==> config.mk <==
export PLATFORM = sky130hd
export DESIGN_NAME = nt_node_lane_monitor_flat
export DESIGN_NICKNAME = d
export VERILOG_FILES = /design/src/rtl/nt_node_lane_monitor_if.sv /design/src/rtl/nt_node_lane_monitor.sv /design/src/flat_wrapper.sv
export SDC_FILE = /design/constraint.sdc
export NUM_CORES = 1
export LEC_CHECK = 0
export BUFFER_PORTS_ARGS = -buffer_cell sky130_fd_sc_hd__buf_2
export CAP_MARGIN = 20
export CORE_ASPECT_RATIO = 1.25
export CORE_MARGIN = 2
export CORE_UTILIZATION = 50
export DETAILED_ROUTE_END_ITERATION = 8
export PLACE_DENSITY = 0.78
export SKIP_LAST_GASP = 1
export SLEW_MARGIN = 25
export SYNTH_ARGS = -nofsm -noshare
export SYNTH_HDL_FRONTEND = slang
export SYNTH_SLANG_ARGS = --single-unit
==> constraint.sdc <==
create_clock -name I1470_clk -period 2 [get_ports I1470_clk]
set_input_delay 0.2 -clock I1470_clk [delete_from_list [all_inputs] [get_ports I1470_clk]]
set_output_delay 0.2 -clock I1470_clk [all_outputs]
set_load 0.005 [all_outputs]
==> src/rtl/nt_node_lane_monitor_if.sv <==
// Bus bundle for nt_node_lane_monitor.
// master drives lane inputs and monitor controls; slave is the monitor.
interface nt_node_lane_monitor_if #(
  parameter int LANES = 4,
  parameter int CNT_W = 8
);
  localparam int FL_W = (LANES > 1) ? $clog2(LANES) : 1;

  logic                   en;
  logic                   clr;
  logic [LANES-1:0]       I3966;
  logic [LANES-1:0]       I6459;
  logic [LANES-1:0]       I6657;
  logic [LANES-1:0]       I6705;
  logic [LANES-1:0]       I6318;
  logic [LANES-1:0]       I7652;
  logic [LANES-1:0]       I8124;
  logic [LANES*CNT_W-1:0] run_cnt;
  logic [LANES-1:0]       trig;
  logic                   trig_any;
  logic [FL_W-1:0]        first_lane;
  logic                   first_valid;

  modport master (
    output en, clr, I3966, I6459, I6657,
    output I6705, I6318, I7652,
    input  I8124, run_cnt, trig, trig_any,
    input  first_lane, first_valid
  );

  modport slave (
    input  en, clr, I3966, I6459, I6657,
    input  I6705, I6318, I7652,
    output I8124, run_cnt, trig, trig_any,
    output first_lane, first_valid
  );
endinterface

==> src/rtl/nt_node_lane_monitor.sv <==
// Multi-lane Nt-node with rare-value run counters,
// sticky per-lane triggers and first-trigger lane capture.
module nt_node_lane_monitor #(
  parameter int               LANES    = 4,
  parameter int               CNT_W    = 8,
  parameter int               THRESH   = 16,
  parameter logic [LANES-1:0] RARE_VAL = '0
) (
  input  logic                  I1470_clk,
  input  logic                  I1477_rst,
  nt_node_lane_monitor_if.slave bus
);
  localparam int FL_W = (LANES > 1) ? $clog2(LANES) : 1;
  localparam logic [CNT_W-1:0] CNT_MAX = '1;
  localparam logic [CNT_W-1:0] CNT_TH1 = CNT_W'(THRESH - 1);

  logic [LANES-1:0] ra_q, ra_d;
  logic [LANES-1:0] rb_q, rb_d;
  logic [LANES-1:0] rc_q, rc_d;
  logic [LANES-1:0] node;

  logic [LANES-1:0][CNT_W-1:0] cnt_q, cnt_d;
  logic [LANES-1:0]            trig_q, trig_d;
  logic [LANES-1:0]            hit;
  logic [FL_W-1:0]             fl_q, fl_d;
  logic                        fv_q, fv_d;

  // Nt-node register inputs and the node output
  always_comb begin
    ra_d = bus.I3966;
    rb_d = ~(bus.I6705 & bus.I6657);
    rc_d = ~(ra_q & bus.I6459);
    node = ~rc_q | (rb_q & bus.I7652 & bus.I6318);
  end

  // Run counting, trigger set and first-lane capture
  always_comb begin
    cnt_d  = cnt_q;
    trig_d = trig_q;
    fl_d   = fl_q;
    fv_d   = fv_q;
    hit    = '0;
    if (bus.clr) begin
      cnt_d  = '0;
      trig_d = '0;
      fl_d   = '0;
      fv_d   = 1'b0;
    end else if (bus.en) begin
      for (int l = 0; l < LANES; l++) begin
        if (node[l] == RARE_VAL[l]) begin
          if (cnt_q[l] != CNT_MAX) begin
            cnt_d[l] = cnt_q[l] + CNT_W'(1);
          end
          if (cnt_q[l] == CNT_TH1) begin
            hit[l] = 1'b1;
          end
        end else begin
          cnt_d[l] = '0;
        end
      end
      trig_d = trig_q | hit;
      if (!fv_q && (|hit)) begin
        fv_d = 1'b1;
        for (int l = LANES - 1; l >= 0; l--) begin
          if (hit[l]) begin
            fl_d = FL_W'(l);
          end
        end
      end
    end
  end

  // State registers with synchronous reset
  always_ff @(posedge I1470_clk) begin
    if (I1477_rst) begin
      ra_q   <= '0;
      rb_q   <= '0;
      rc_q   <= '0;
      cnt_q  <= '0;
      trig_q <= '0;
      fl_q   <= '0;
      fv_q   <= 1'b0;
    end else begin
      ra_q   <= ra_d;
      rb_q   <= rb_d;
      rc_q   <= rc_d;
      cnt_q  <= cnt_d;
      trig_q <= trig_d;
      fl_q   <= fl_d;
      fv_q   <= fv_d;
    end
  end

  assign bus.I8124       = node;
  assign bus.run_cnt     = cnt_q;
  assign bus.trig        = trig_q;
  assign bus.trig_any    = |trig_q;
  assign bus.first_lane  = fl_q;
  assign bus.first_valid = fv_q;
endmodule

==> src/flat_wrapper.sv <==
// flat-port wrapper written by rule: the top's interface ports become plain ports
module nt_node_lane_monitor_flat 
#(
  parameter int               LANES    = 4,
  parameter int               CNT_W    = 8,
  parameter int               THRESH   = 16,
  parameter logic [LANES-1:0] RARE_VAL = '0
)
  (I1470_clk, I1477_rst, bus_en, bus_clr, bus_I3966, bus_I6459, bus_I6657, bus_I6705, bus_I6318, bus_I7652, bus_I8124, bus_run_cnt, bus_trig, bus_trig_any, bus_first_lane, bus_first_valid);
  nt_node_lane_monitor_if #(.LANES(LANES), .CNT_W(CNT_W)) bus_i ();
  input  logic I1470_clk;
  input  logic I1477_rst;
  input wire logic [$bits(bus_i.en)-1:0] bus_en;
  input wire logic [$bits(bus_i.clr)-1:0] bus_clr;
  input wire logic [$bits(bus_i.I3966)-1:0] bus_I3966;
  input wire logic [$bits(bus_i.I6459)-1:0] bus_I6459;
  input wire logic [$bits(bus_i.I6657)-1:0] bus_I6657;
  input wire logic [$bits(bus_i.I6705)-1:0] bus_I6705;
  input wire logic [$bits(bus_i.I6318)-1:0] bus_I6318;
  input wire logic [$bits(bus_i.I7652)-1:0] bus_I7652;
  output wire logic [$bits(bus_i.I8124)-1:0] bus_I8124;
  output wire logic [$bits(bus_i.run_cnt)-1:0] bus_run_cnt;
  output wire logic [$bits(bus_i.trig)-1:0] bus_trig;
  output wire logic [$bits(bus_i.trig_any)-1:0] bus_trig_any;
  output wire logic [$bits(bus_i.first_lane)-1:0] bus_first_lane;
  output wire logic [$bits(bus_i.first_valid)-1:0] bus_first_valid;
  assign bus_i.en = bus_en;
  assign bus_i.clr = bus_clr;
  assign bus_i.I3966 = bus_I3966;
  assign bus_i.I6459 = bus_I6459;
  assign bus_i.I6657 = bus_I6657;
  assign bus_i.I6705 = bus_I6705;
  assign bus_i.I6318 = bus_I6318;
  assign bus_i.I7652 = bus_I7652;
  assign bus_I8124 = bus_i.I8124;
  assign bus_run_cnt = bus_i.run_cnt;
  assign bus_trig = bus_i.trig;
  assign bus_trig_any = bus_i.trig_any;
  assign bus_first_lane = bus_i.first_lane;
  assign bus_first_valid = bus_i.first_valid;
  nt_node_lane_monitor #(.LANES(LANES), .CNT_W(CNT_W), .THRESH(THRESH), .RARE_VAL(RARE_VAL)) u_core (.I1470_clk(I1470_clk), .I1477_rst(I1477_rst), .bus(bus_i));
endmodule
==> impl_metrics.py, run 1 <==
metrics = {
    "run_status": {
        "status": "finished clean",
    },
    "sta": {
        "tns_ns": 0,
        "hold_viol_final": 0,
        "fin_skew_ns": 0.0104,
        "drv_slew": 0,
        "worst-slew-pin-transition_ns": 0.532,
        "clock.fmax_mhz": 562,
        "setup_viol": 0,
        "layout_min_cycle_time_ns": 1.78,
        "min_period_over_period_pct": 89.0,
        "rsz0062_at_grt": "false",
        "max-slew-margin-rel_pct": 64.4,
    },
    "power_and_ir_drop": {
        "swShare_pct": 24.1,
        "power_density_nw_per_um2": 627,
        "combPwrFrac_pct": 6.9,
        "p_int_uw": 1330,
        "p_sw_uw": 424,
        "total_leakage_power_uw": 0.00124,
        "p_seq_share_pct": 59.7,
        "pwr-share-clk_pct": 33.4,
        "vdd_drop_max_mv": 0.543,
    },
    "layout": {
        "area_growth_pct": 21.0,
        "final_cell_area_um2": 2800,
        "diodes": 0,
        "drive_gt1_share_pct": 27.2,
        "register_area_um2": 1020,
        "nets": 369,
        "fillCellCount": 425,
        "multi_input_area_um2": 1210,
    },
    "critical_path": {
        "cp_num_buf_inv": 0,
        "worstSetupPathType": "reg -> reg",
        "start_kind": "register",
        "cp.arrival_ns": 1.98,
        "crit_chain": "ha_1 > nand3_2 > o41ai_4 > nor3_1 > xnor2_1 > nor2_1",
        "critPathMaxFanout": 10,
        "cp-end-kind": "register",
        "critPathMaxStageDelay_ns": 0.55,
        "path_delay_family": "compound AO/OA/AOI/OAI gates",
        "critPathRequiredTime_ns": 2.20,
        "critical-path-slowest-cell": "o41ai_4",
    },
    "clocking": {
        "clock_latency_ns": 0.30,
        "clock-sinks": 51,
        "cts_max_level": 2,
        "cts_root_buffer": "clkbuf_8",
        "ctsResizeCount": 0,
        "cts_tree": "built",
        "numCtsBuffers": 5,
        "postCtsSetupRepairBufs": 0,
        "ctsHoldBuffers": 0,
        "cts_buffer_depth": 2,
        "path_clk_slew_ns": 0.10,
    },
    "grt": {
        "grt_util_all_layers_pct": 21.6,
        "grt_max_degree": 19,
        "grt_pass1_wl_mm": 8.90,
        "antenna_found_initial": 0,
        "first_global_vias": 1979,
        "overflow": 0,
    },
    "route": {
        "vias_per_cell": 5.42,
        "ant_nets": 0,
        "totalWireLength_mm": 5.21,
        "num_vias": 2147,
        "drc_errors": 0,
        "dr.pass1.iters": 4,
        "drt_iter0_drc": 142,
        "wl_per_cell_um": 13.2,
    },
    "synthesis": {
        "syn_inst": 264,
        "ys_ff_latch": 51,
        "synth_common_cells": "dfxtp_1, nor2_1, a21oi_1, nand2_1, nand3_1",
        "synth_edf_count": 0,
        "yosysSeqAreaShare_pct": 44.1,
        "ys.warnings.count": 0,
        "async_reset_ff_share_pct": 0,
        "synth.avg_cell_area_um2": 8.77,
        "syn_nets": 296,
        "syn-cell-area_um2": 2310,
        "yosys.cell_count.top_type": "dfxtp_1",
        "synth_ff_type": "dfxtp_1",
        "synth_area_leaders": "dfxtp_1, a21oi_1, nor2_1",
        "yosys.area.top_type_share_pct": 44.1,
        "yosys.area.top_type": "dfxtp_1",
        "synth_cell_types": 44,
    },
    "placed_design": {
        "place_area_um2": 2720,
        "hpwl_mm": 3.89,
        "port_buffers": 71,
        "gp_congestion": 0.854,
    },
    "floorplanning": {
        "coreArea_um2": 4430,
        "die_w_um": 64.9,
        "rows": 27,
        "initial_core_util_pct": 52.3,
        "die_h_um": 80.1,
        "dieArea_um2": 5190,
        "boundaryPins": 72,
    },
    "flow_run": {
        "drv_cap": 0,
    },
    "min_path": {
        "hold_path.class": "in -> reg",
    },
}
==> kinds of logic after synthesis <==
group | count (synthesis) | share of synthesized area [%]
and+or+nand+nor | 119 | 27.7
xor gates and xnor gates | 16 | 6.05
buffers and inverters | 18 | 3.46
DFF | 51 | 44.1
adders and majority gates | 4 | 2.16
muxes | 2 | 0.865
AOI/OAI and AO/OA | 54 | 15.7
==> metrics by stage <==
stage | setup slack, ns | util [%] | cells | hold slack [ns] | total power (uW)
after floorplan | 0.363 | - | 264 | 0.272 | 1140
after global placement | 0.274 | 61.4 | 388 | 0.374 | 1190
after detailed placement | 0.221 | 61.4 | 388 | 0.380 | 1190
after CTS | 0.205 | 63.3 | 396 | 0.0466 | 1770
after global routing | 0.00227 | 63.3 | 396 | 0.0576 | 1820
final | 0.220 | 63.3 | 396 | 0.0580 | 1750
==> registers in the layout (all words and copies together), names as in the netlist <==
register                cells
u_core.bus.run_cnt         32
u_core.bus.trig             4
u_core.ra_q                 4
u_core.rb_q                 4
u_core.rc_q                 4
u_core.bus.first_lane       2
u_core.bus.first_valid      1
==> metal layers <==
metal	vias up	wire (um)	GRT usage, %
li1	1089	-	-
met1	989	2280	27.1
met2	61	2560	36.3
met3	8	294	4.48
met4	0	83	7.66
met5	-	0	0
==> path summary, 6_finish.rpt <==
kind | cells after the start | slack, ns | startpoint | end
setup / recovery | 6 | 0.22 | u_core.bus.run_cnt[0] | u_core.bus.run_cnt[5]
hold / removal | 2 | 0.06 | bus_I6459[1] | u_core.rc_q[1]
setup reg to reg | 6 | 0.22 | u_core.bus.run_cnt[0] | u_core.bus.run_cnt[5]
hold reg to reg | 1 | 0.41 | u_core.ra_q[3] | u_core.rc_q[3]
==> cells in the final DEF, fill, tap and decap left out, types with 7 or more instances in the layout <==
cell type / netlist / layout
o21ai_0: 10 / 10
buf_2: 1 / 71
and3_1: 7 / 7
nand3_1: 14 / 14
inv_1: 12 / 12
xor2_1: 10 / 10
nand4_1: 8 / 8
nand2_1: 21 / 21
nor2_1: 29 / 29
dfxtp_1: 51 / 51
a21oi_1: 28 / 28
nor3_1: 7 / 7
==> power groups by stage <==
stage	Sequential, uW	Clock [uW]	Combinational, uW
3_3_place_gp	1070	0	121
2_1_floorplan	1070	0	69.6
5_1_grt	1050	636	137
4_1_cts	1050	604	123
3_5_place_dp	1070	0	122
6_report	1050	587	121
==> cell type report <==
class                   instances  share of cell area (%)
repair buffers                 72                    13.0
clock inverters                 2                   0.447
multi-input cells             195                    43.3
well taps                      58                    2.59
clock buffers                   6                    2.59
inverters                      12                    1.61
flip-flops and latches         51                    36.5
No activity file was read; power rests on OpenSTA's default activity.
==> inputs of run 2 (changes only) <==
- BUFFER_PORTS_ARGS: -buffer_cell sky130_fd_sc_hd__buf_2 -> -buffer_cell sky130_fd_sc_hd__clkbuf_2
- CORE_UTILIZATION: 50 -> 28
- PLACE_DENSITY: 0.78 -> not set
==> impl_metrics.py, run 2 (synthesis gave the netlist of run 1 again) <==
metrics = {
    "layout": {
        "final_cell_area_um2": 2910,
        "fillCellCount": 873,
        "largest_reg_flops": 32,
        "nets": 371,
        "mostFrequentLayoutCell": "clkbuf_2",
        "diodes": 0,
        "multi_input_area_um2": 1210,
        "post-route-util_pct": 35.7,
        "drive_gt1_share_pct": 27.6,
        "area_growth_pct": 25.8,
        "register_area_um2": 1020,
        "mostFrequentLayoutCells": "clkbuf_2, dfxtp_1, nor2_1",
    },
    "clocking": {
        "path_clk_slew_ns": 0.09,
        "cts_tree": "built",
        "cts_root_buffer": "clkbuf_8",
        "postCtsSetupRepairBufs": 0,
        "ctsHoldBuffers": 0,
        "cts_max_level": 2,
        "ctsResizeCount": 0,
        "numCtsBuffers": 5,
        "clock_latency_ns": 0.30,
        "cts_buffer_depth": 2,
        "clock-sinks": 51,
    },
    "critical_path": {
        "worstSetupPathType": "reg -> reg",
        "crit_chain": "ha_1 > and3_4 > nand4_2 > o21ai_2 > or4_1 > a21oi_1",
        "critical-path-slowest-cell": "or4_1",
        "cp-startpoint": "u_core.bus.run_cnt[16]",
        "cp.arrival_ns": 2.07,
        "r2r-start": "u_core.bus.run_cnt[16]",
        "critPathMaxFanout": 7,
        "critPathRequiredTime_ns": 2.24,
        "start_kind": "register",
        "critPathMaxStageDelay_ns": 0.51,
        "cp-end-kind": "register",
        "path_delay_family": "simple AND/OR/NAND/NOR gates",
        "cp_num_buf_inv": 0,
    },
    "grt": {
        "antenna_found_initial": 0,
        "first_global_vias": 1984,
        "grt_max_degree": 17,
        "grt_util_all_layers_pct": 13.0,
        "grt_pass1_wl_mm": 9.45,
        "overflow": 0,
    },
    "sta": {
        "fin_ws_ns": 0.171,
        "clock.fmax_mhz": 547,
        "hold_viol_final": 0,
        "setup_viol": 0,
        "fin_skew_ns": 0.00768,
        "layout_min_cycle_time_ns": 1.83,
        "drv_slew": 0,
        "min_period_over_period_pct": 91.4,
        "max-slew-margin-rel_pct": 62.1,
        "tns_ns": 0,
        "rsz0062_at_grt": "false",
        "worst-slew-pin-transition_ns": 0.567,
    },
    "floorplanning": {
        "die_w_um": 85.3,
        "dieArea_um2": 9020,
        "rows": 37,
        "initial_core_util_pct": 28.4,
        "die_h_um": 106,
        "coreArea_um2": 8150,
        "boundaryPins": 72,
    },
    "power_and_ir_drop": {
        "power_density_nw_per_um2": 692,
        "total_leakage_power_uw": 0.00125,
        "finalPower_uw": 2020,
        "vdd_drop_max_mv": 0.356,
    },
    "flow_run": {
        "drv_cap": 0,
    },
    "route": {
        "ant_nets": 0,
        "dr.pass1.iters": 4,
        "wl_per_cell_um": 13.2,
        "vias_per_cell": 4.98,
        "drt_iter0_drc": 70,
        "drc_errors": 0,
        "totalWireLength_mm": 5.79,
        "num_vias": 2176,
    },
    "placed_design": {
        "port_buffers": 71,
        "gp_congestion": 0.779,
        "hpwl_mm": 4.40,
        "dp_slack_ns": 0.150,
        "place_area_um2": 2780,
    },
    "run_status": {
        "status": "finished clean",
    },
    "min_path": {
        "hold_path.startpoint": "bus_I6459[2]",
        "hold_path.class": "in -> reg",
    },
}
## run 2: changes by cell type in the layout (fill, tap and decap cells not counted), sizes merged
cell | previous run | this run
buf | 72 | 3
bufinv | 0 | 2
clkbuf | 6 | 77
clkinv | 1 | 0
clkinvlp | 1 | 0
## run 2: path summary, 6_finish.rpt
path,end,slack (ns),cells past startpoint
worst min-delay path,u_core.rc_q[2],0.06,2
worst max register to register,u_core.bus.run_cnt[23],0.17,6
worst min register to register,u_core.rc_q[1],0.41,1
worst max-delay path,u_core.bus.run_cnt[23],0.17,6
## run 2: worst register-to-register path, delay by kind of cell, from the launching register on
| family | cells | cell delay, ns |
|---|---|---|
| and+or+nand+nor | 3 | 0.84 |
| adders and majority gates | 1 | 0.26 |
| AOI/OAI and AO/OA | 2 | 0.28 |
| DFF | 1 | 0.38 |
## run 2: final cells by class
cell class | instances | area share, %
multi-input combinational | 195 | 41.7
timing repair buffer | 74 | 13.0
sequential | 51 | 35.1
clock inverter | 2 | 2.06
inverter | 12 | 1.55
tap | 97 | 4.17
clock buffer | 6 | 2.49
## run 2: stage by stage
stage / hold WS (ns) / instances
floorplan: 0.272 / 264
global placement: 0.377 / 429
detailed placement: 0.384 / 429
CTS: 0.0483 / 437
global route: 0.0537 / 437
finish: 0.0599 / 437
## run 2: power breakdown
group          switching, uW  internal [uW]
clock network            343            500
logic                   72.0           54.2
registers               12.5           1030
total                    427           1590
## run 2: routing by layer
metal  vias to the layer above  part of all wire [%]  wire [um]  global-route usage (%)
met5                         -                     0          0                       0
met4                         0                  0.90         52                    3.51
met3                         4                   5.4        314                    3.45
met2                        50                    50       2910                    22.3
met1                      1034                    43       2510                    15.8
li1                       1088                     -          -                       -
==> inputs of run 3 (changes only) <==
- CORE_MARGIN: 2 -> not set
==> impl_metrics.py, run 3 (synthesis gave the netlist of run 1 again) <==
metrics = {
    "run_status": {
        "status": "finished clean",
    },
    "clocking": {
        "ctsResizeCount": 0,
        "numCtsBuffers": 5,
        "path_clk_slew_ns": 0.10,
        "clock-sinks": 51,
        "clock_latency_ns": 0.30,
        "cts_tree": "built",
        "postCtsSetupRepairBufs": 0,
        "cts_root_buffer": "clkbuf_8",
        "cts_buffer_depth": 2,
        "cts_max_level": 2,
        "ctsHoldBuffers": 0,
    },
    "sta": {
        "setup_viol": 0,
        "worst-slew-pin-transition_ns": 0.545,
        "rsz0062_at_grt": "false",
        "drv_slew": 0,
        "max-slew-margin-rel_pct": 63.5,
        "layout_min_cycle_time_ns": 1.80,
        "fin_skew_ns": 0.00760,
        "tns_ns": 0,
        "hold_viol_final": 0,
        "min_period_over_period_pct": 89.9,
        "clock.fmax_mhz": 556,
    },
    "grt": {
        "overflow": 0,
        "antenna_found_initial": 0,
        "grt_max_degree": 18,
        "grt_util_all_layers_pct": 13.5,
        "first_global_vias": 2006,
        "grt_pass1_wl_mm": 9.63,
    },
    "critical_path": {
        "reg2reg_slack_ns": 0.20,
        "critPathRequiredTime_ns": 2.19,
        "critPathMaxFanout": 10,
        "cp-end-kind": "register",
        "worstSetupPathType": "reg -> reg",
        "cp.arrival_ns": 1.99,
        "start_kind": "register",
    },
    "layout": {
        "diodes": 0,
        "mostFrequentLayoutCells": "clkbuf_2, dfxtp_1, nor2_1",
        "area_growth_pct": 23.3,
        "mostFrequentLayoutCell": "clkbuf_2",
        "layoutNonFillerInstCount": 434,
        "post-route-util_pct": 36.2,
        "nets": 370,
        "largest_reg_flops": 32,
        "drive_gt1_share_pct": 27.4,
    },
    "power_and_ir_drop": {
        "power_density_nw_per_um2": 618,
        "total_leakage_power_uw": 0.00122,
        "vdd_drop_max_mv": 0.219,
        "finalPower_uw": 1760,
    },
    "route": {
        "drt_iter0_drc": 94,
        "ant_nets": 0,
        "vias_per_cell": 4.89,
        "drt-met1-wl_mm": 2.61,
        "totalWireLength_mm": 5.72,
        "met2_length_mm": 2.78,
        "num_vias": 2124,
        "met3_wirelength_um": 262,
        "route.top_layer_used": "met4",
        "dr.pass1.iters": 7,
        "drc_errors": 0,
        "wl_per_cell_um": 13.2,
    },
    "floorplanning": {
        "initial_core_util_pct": 29.4,
        "rows": 36,
        "boundaryPins": 72,
        "die_w_um": 83.3,
        "coreArea_um2": 7880,
        "dieArea_um2": 8640,
        "die_h_um": 104,
    },
    "flow_run": {
        "drv_cap": 0,
    },
    "min_path": {
        "hold_path.class": "in -> reg",
    },
    "placed_design": {
        "dp.cells": 426,
        "gp_congestion": 0.836,
        "port_buffers": 71,
        "hpwl_mm": 4.32,
    },
}
run 3: changes by cell type in the layout (fill, tap and decap cells not counted), sizes merged:
| cell | before | now |
|---|---|---|
| bufinv | 2 | 0 |
| buf | 3 | 2 |
| clkinvlp | 0 | 1 |
| clkinv | 0 | 1 |
run 3: worst max-delay path, stage by stage (launching register included):
cell and delay (ns):
dfxtp_1 0.42, ha_1 0.23, nand3_2 0.14, o41ai_4 0.56, nor3_1 0.13, xnor2_1 0.15, nor2_1 0.05
run 3: path summary, 6_finish.rpt:
path,start,to,cells past startpoint
max,u_core.bus.run_cnt[0],u_core.bus.run_cnt[5],6
min,bus_I6459[1],u_core.rc_q[1],2
max reg2reg,u_core.bus.run_cnt[0],u_core.bus.run_cnt[5],6
min reg2reg,u_core.ra_q[1],u_core.rc_q[1],1
run 3: area by class of cell:
type | instances | area, um^2
clock buffers | 6 | 72.6
clock inverters | 2 | 12.5
fillers | 839 | 5030
inverters | 12 | 45.0
multi-input cells | 195 | 1210
flip-flops and latches | 51 | 1020
well taps | 95 | 119
repair buffers | 73 | 370
run 3: report_power, final:
part	switching, uW	leakage (uW)	total [uW]	internal [uW]
clock network	347	0.0000412	593	246
registers	12.5	0.000415	1050	1030
logic	72.0	0.000763	125	53.3
run 3: per-layer routing:
metal  track usage (%)  up-vias
met5                 0        -
li1                  -     1088
met4              3.69        0
met1              17.1      982
met2              23.0       48
met3              3.03        6
run 3: through the flow:
stage | setup WS [ns] | cell area [um^2] | hold WS [ns]
5_1_grt | 0.00388 | 2850 | 0.0454
3_3_place_gp | 0.266 | 2770 | 0.377
6_report | 0.202 | 2850 | 0.0535
3_5_place_dp | 0.209 | 2770 | 0.378
4_1_cts | 0.184 | 2850 | 0.0415
2_1_floorplan | 0.363 | 2310 | 0.272
